**config.mk**
```make
export PLATFORM = sky130hd
export DESIGN_NAME = popcount_sequencer_flat
export DESIGN_NICKNAME = d
export VERILOG_FILES = /design/src/rtl/popcount_sequencer_if.sv /design/src/rtl/popcount_sequencer.sv /design/src/flat_wrapper.sv
export SDC_FILE = /design/constraint.sdc
export NUM_CORES = 1
export LEC_CHECK = 0
export ABC_AREA = 1
export BUFFER_PORTS_ARGS = -buffer_cell sky130_fd_sc_hd__buf_4
export CORE_MARGIN = 1.5
export CORE_UTILIZATION = 43
export DETAILED_ROUTE_END_ITERATION = 16
export PLACE_DENSITY = 0.71
export SETUP_SLACK_MARGIN = 0.4
export SLEW_MARGIN = 40
export SYNTH_ARGS = -nofsm -noshare
export SYNTH_HDL_FRONTEND = slang
export SYNTH_SLANG_ARGS = --single-unit
```
**constraint.sdc**
```tcl
create_clock -name clk -period 3.9 [get_ports clk]
set_clock_uncertainty 0.1 [all_clocks]
set_input_delay 0.585 -clock clk [delete_from_list [all_inputs] [get_ports clk]]
set_output_delay 0.585 -clock clk [all_outputs]
set_load 0.02 [all_outputs]
```
**src/rtl/popcount_sequencer_if.sv**
```systemverilog
// Start/done handshake bundle between the control unit (master) and the
// popcount sequencer (slave).
interface popcount_sequencer_if #(
    parameter int WIDTH = 16
);
    localparam int CW = $clog2(WIDTH + 1);

    logic             start;
    logic [WIDTH-1:0] data_in;
    logic             busy;
    logic             done;
    logic [CW-1:0]    count;

    modport master (output start, output data_in, input busy, input done, input count);
    modport slave  (input start, input data_in, output busy, output done, output count);
endinterface

```
**src/rtl/popcount_sequencer.sv**
```systemverilog
// Multi-cycle population count: one nibble per cycle through a single 4-bit LUT.
// Optional macro POPCNT_EARLY_TERM_EN finishes as soon as the remaining operand bits are zero.
module lut_4 (
    input  logic [3:0] nib,
    output logic [2:0] cnt
);
    assign cnt = {2'b00, nib[0]} + {2'b00, nib[1]} + {2'b00, nib[2]} + {2'b00, nib[3]};
endmodule

// state | meaning
// IDLE  | waiting for start; count holds last result
// RUN   | one nibble counted per edge, LSB nibble first
// DONE  | one-cycle done pulse, then back to IDLE
module popcount_sequencer #(
    parameter int WIDTH = 16
) (
    input logic                 clk,
    input logic                 rst_n,
    popcount_sequencer_if.slave bus
);
    localparam int NIB = WIDTH / 4;
    localparam int CW  = $clog2(WIDTH + 1);
    localparam int IW  = (NIB > 1) ? $clog2(NIB) : 1;

    if ((WIDTH % 4) != 0 || WIDTH < 4) begin : g_bad_width
        $error("popcount_sequencer: WIDTH must be a multiple of 4 and >= 4");
    end

    typedef enum logic [1:0] {IDLE, RUN, DONE} state_t;

    state_t           state, state_nx;
    logic [WIDTH-1:0] sreg;
    logic [CW-1:0]    acc;
    logic [CW-1:0]    count_q;
    logic [IW-1:0]    idx;
    logic [2:0]       lut_cnt;
    logic [CW-1:0]    sum;
    logic             last;

    lut_4 u_lut (
        .nib (sreg[3:0]),
        .cnt (lut_cnt)
    );

    assign sum = acc + CW'(lut_cnt);

    always_comb begin
        last = (idx == IW'(NIB - 1));
`ifdef POPCNT_EARLY_TERM_EN
        // Remaining nibbles all zero: the total cannot change any more.
        last = last || ((sreg >> 4) == '0);
`else
        last = last || 1'b0;
`endif
    end

    always_ff @(posedge clk or negedge rst_n) begin
        if (!rst_n) state <= IDLE;
        else        state <= state_nx;
    end

    always_comb begin
        state_nx = state;
        case (state)
            IDLE:    if (bus.start) state_nx = RUN;
            RUN:     if (last)      state_nx = DONE;
            DONE:    state_nx = IDLE;
            default: state_nx = IDLE;
        endcase
    end

    always_ff @(posedge clk or negedge rst_n) begin
        if (!rst_n) begin
            sreg    <= '0;
            acc     <= '0;
            idx     <= '0;
            count_q <= '0;
        end else begin
            case (state)
                IDLE: begin
                    if (bus.start) begin
                        sreg    <= bus.data_in;
                        acc     <= '0;
                        idx     <= '0;
                        count_q <= '0;
                    end
                end
                RUN: begin
                    acc  <= sum;
                    sreg <= sreg >> 4;
                    idx  <= idx + IW'(1);
                    if (last) count_q <= sum;
                end
                default: ;
            endcase
        end
    end

    assign bus.busy  = (state == RUN);
    assign bus.done  = (state == DONE);
    assign bus.count = count_q;
endmodule

```
**src/flat_wrapper.sv**
```systemverilog
// flat-port wrapper written by rule: the top's interface ports become plain ports
module popcount_sequencer_flat 
#(
    parameter int WIDTH = 16
)
  (clk, rst_n, bus_start, bus_data_in, bus_busy, bus_done, bus_count);
  popcount_sequencer_if #(.WIDTH(WIDTH)) bus_i ();
  input logic clk;
  input logic rst_n;
  input wire logic [$bits(bus_i.start)-1:0] bus_start;
  input wire logic [$bits(bus_i.data_in)-1:0] bus_data_in;
  output wire logic [$bits(bus_i.busy)-1:0] bus_busy;
  output wire logic [$bits(bus_i.done)-1:0] bus_done;
  output wire logic [$bits(bus_i.count)-1:0] bus_count;
  assign bus_i.start = bus_start;
  assign bus_i.data_in = bus_data_in;
  assign bus_busy = bus_i.busy;
  assign bus_done = bus_i.done;
  assign bus_count = bus_i.count;
  popcount_sequencer #(.WIDTH(WIDTH)) u_core (.clk(clk), .rst_n(rst_n), .bus(bus_i));
endmodule
```
==> impl_metrics.json <==
{
  "cts_resized": 0,
  "n_antenna_cell": 0,
  "io_buffers": 25,
  "slew_headroom": 0.614,
  "drc": 0,
  "overflow": 0,
  "yosysWarnings": 0,
  "grt_max_degree": 31,
  "pre_cts_ws_ps": 1480,
  "cp.arrival_ps": 1780,
  "cp-start-kind": "flip-flop",
  "yosys.area_share.simple": 0.185,
  "critical_path_class": "reg2out",
  "die_w_um": 62.3,
  "cts_tree": "built",
  "grt_pass1_vias": 1220,
  "ir_drop_mv": 0.338,
  "intPower_mw": 0.926,
  "p_leak_nw": 0.887,
  "grt_util_met3": 0.0580,
  "synth_area_per_cell_um2": 9.10,
  "worstMarginPinSlew_ps": 577,
  "sw_frac_of_total": 0.442,
  "grt_util_met2": 0.304,
  "setup-violations-final": 0,
  "path_max_fanout": 24,
  "synth_compound_area_frac": 0.164,
  "post_drt_wl_per_cell_um": 12.6,
  "postCtsHoldBufs": 0,
  "clock_path_buffers": 2,
  "hold_viol": 0,
  "core_um2": 3360,
  "p_seq_frac": 0.329,
  "share_comb_of_total_power": 0.531,
  "synthToLayoutAreaGrowth_pct": 18.3,
  "num_rows": 21,
  "synth-xor-area-share": 0,
  "syn-num-nets": 193,
  "nets": 219,
  "grt_setup_unrepaired": "no",
  "gp_congestion": 0.806,
  "grtUsageMet1": 0.194,
  "antenna_found_initial": 0,
  "wl_mm": 3.02,
  "start_util": 0.449,
  "fin_setup_tns_ps": 0,
  "setup_slack_ps": 1440,
  "io_pins": 26,
  "cts.sinks": 30,
  "drive_gt1_frac": 0.259,
  "fill_cells": 327,
  "clk_latency_ps": 330,
  "status": "finished clean",
  "synthCells": 166,
  "p_switching_mw": 0.733,
  "dpl.hpwl_mm": 2.09,
  "drv_cap": 0,
  "via_per_inst": 4.98,
  "cts_setup_buffers": 0,
  "rr_worst_depth": 13,
  "instances_no_fill": 239,
  "synthAdderAreaFrac": 0.0762,
  "fp.dieArea_um2": 3880,
  "fin_util": 0.531,
  "vias": 1191,
  "tritoncts.num_buffers": 5,
  "ys_types": 26,
  "synth_area_um2": 1510,
  "ys_seq_area_frac": 0.497,
  "pwr_density_cell_nw_per_um2": 929,
  "max_freq_mhz": 406,
  "power_frac_clock": 0.139,
  "synth_top_family_by_area": "simple AND/OR/NAND/NOR gates",
  "r2r_end": "u_core.acc[4]$_DFFE_PN0P_",
  "grt_pass1_wl_mm": 5.23,
  "dr.pass1.iters": 4,
  "die_h_um": 62.3,
  "htreeDepth": 2,
  "synthMuxAreaShare": 0,
  "cp.required_ps": 3210,
  "r2r_start": "u_core.sreg[0]$_DFFE_PN0P_",
  "drv_slew": 0,
  "cts_root_buffer": "clkbuf_4",
  "ant_nets": 0,
  "fin_crit_ps": 2460,
  "holdCritPathClass": "in2async",
  "drt_iter0_markers": 49,
  "end_kind": "output port",
  "synth_seq_cells": 30,
  "grt_use_total": 0.175,
  "min_period_over_period": 0.632,
  "dp_cells": 231,
  "top_usage_layer": "met2",
  "clkTransAtPathRegs_ps": 100,
  "ff2ff_setup_slack_ps": 1470
}
[cell families (layout without fill, tap and decap cells)]
group / after synthesis / after routing
and+or+nand+nor: 63 / 63
buffers and inverters: 24 / 51
AOI/OAI and AO/OA: 41 / 41
adders and majority gates: 8 / 8
DFF: 30 / 30
[worst max-delay path, stage by stage (launching register included)]
cell	delay (ps)
dfrtp_1	380
inv_1	150
nand2_2	310
inv_2	400
buf_4	220
[power by group through the flow]
stage | clock, mW | sequential (mW) | combinational, mW
floorplan | 0 | 0.557 | 0.682
global placement | 0 | 0.546 | 0.853
detailed placement | 0 | 0.552 | 0.885
CTS | 0.237 | 0.547 | 0.888
global route | 0.252 | 0.565 | 0.998
finish | 0.231 | 0.547 | 0.881
[state kept, by name, indices dropped and copies added, names as in the netlist]
name,cells
u_core.state,2
u_core.sreg,16
u_core.acc,5
u_core.idx,2
u_core.bus.count,5
[per-stage QoR]
| stage | area [um2] | hold slack (ps) | total power, mW |
|---|---|---|---|
| finish | 1790 | 63.1 | 1.66 |
| global placement | 1710 | 370 | 1.40 |
| floorplan | 1510 | 189 | 1.24 |
| detailed placement | 1710 | 369 | 1.44 |
| global route | 1790 | 74.7 | 1.82 |
| CTS | 1790 | 68.9 | 1.67 |
[metal layers]
layer | routed length [um] | vias up | share of wire
met5 | 0 | - | 0
met4 | 57 | 0 | 0.019
met3 | 141 | 7 | 0.047
met2 | 1490 | 27 | 0.49
met1 | 1330 | 567 | 0.44
li1 | - | 590 | -
[layout make-up]
class | count | area [um2] | area share
clock buffers | 8 | 78.8 | 0.0441
inverters | 18 | 70.1 | 0.0392
multi-input cells | 112 | 642 | 0.359
flip-flops and latches | 30 | 751 | 0.420
well taps | 46 | 57.6 | 0.0322
repair buffers | 25 | 188 | 0.105
[worst max-delay path by stage]
stage | from | to | slack (ps) | cells after the start
after floorplan | u_core.sreg[0]$_DFFE_PN0P_ | u_core.acc[4]$_DFFE_PN0P_ | 1600 | 13
after global placement | u_core.sreg[0]$_DFFE_PN0P_ | u_core.acc[4]$_DFFE_PN0P_ | 1530 | 13
after detailed placement | u_core.sreg[0]$_DFFE_PN0P_ | u_core.acc[4]$_DFFE_PN0P_ | 1480 | 13
after CTS | u_core.state[1]$_DFFE_PN0P_ | bus_busy | 1430 | 4
after global routing | u_core.sreg[0]$_DFFE_PN0P_ | u_core.acc[4]$_DFFE_PN0P_ | 1280 | 13
final | u_core.state[1]$_DFFE_PN0P_ | bus_busy | 1440 | 4
[cells in the mapped netlist]
library cell	instances	area, um2
nand2_1	39	146
nor2_1	6	22.5
o21ai_4	1	16.3
nand4_1	2	12.5
o21ai_2	2	17.5
o22ai_2	1	12.5
buf_2	2	10.0
buf_6	2	22.5
dfrtp_1	30	751
a22o_1	2	17.5
a21oi_1	14	70.1
a22oi_1	2	15.0
inv_2	2	7.51
o22ai_1	1	6.26
nand3_1	6	30.0
nor2_2	8	50.1
fa_1	2	40.0
inv_1	15	56.3
o21ai_0	15	75.1
buf_4	2	15.0
nand2_2	1	6.26
o21ai_1	2	10.0
nor2_4	1	11.3
ha_1	6	75.1
o21a_1	1	7.51
inv_4	1	6.26
[placed cells by master (no fill, tap or decap), types with 3 or more instances in the layout]
cell,count
clkbuf_4,5
o21ai_0,15
dfrtp_1,30
a21oi_1,14
nand2_1,39
nor2_2,8
nand3_1,6
clkbuf_8,3
ha_1,6
inv_1,15
buf_4,25
nor2_1,6
Note: power is estimated with default switching activity, not from simulation.
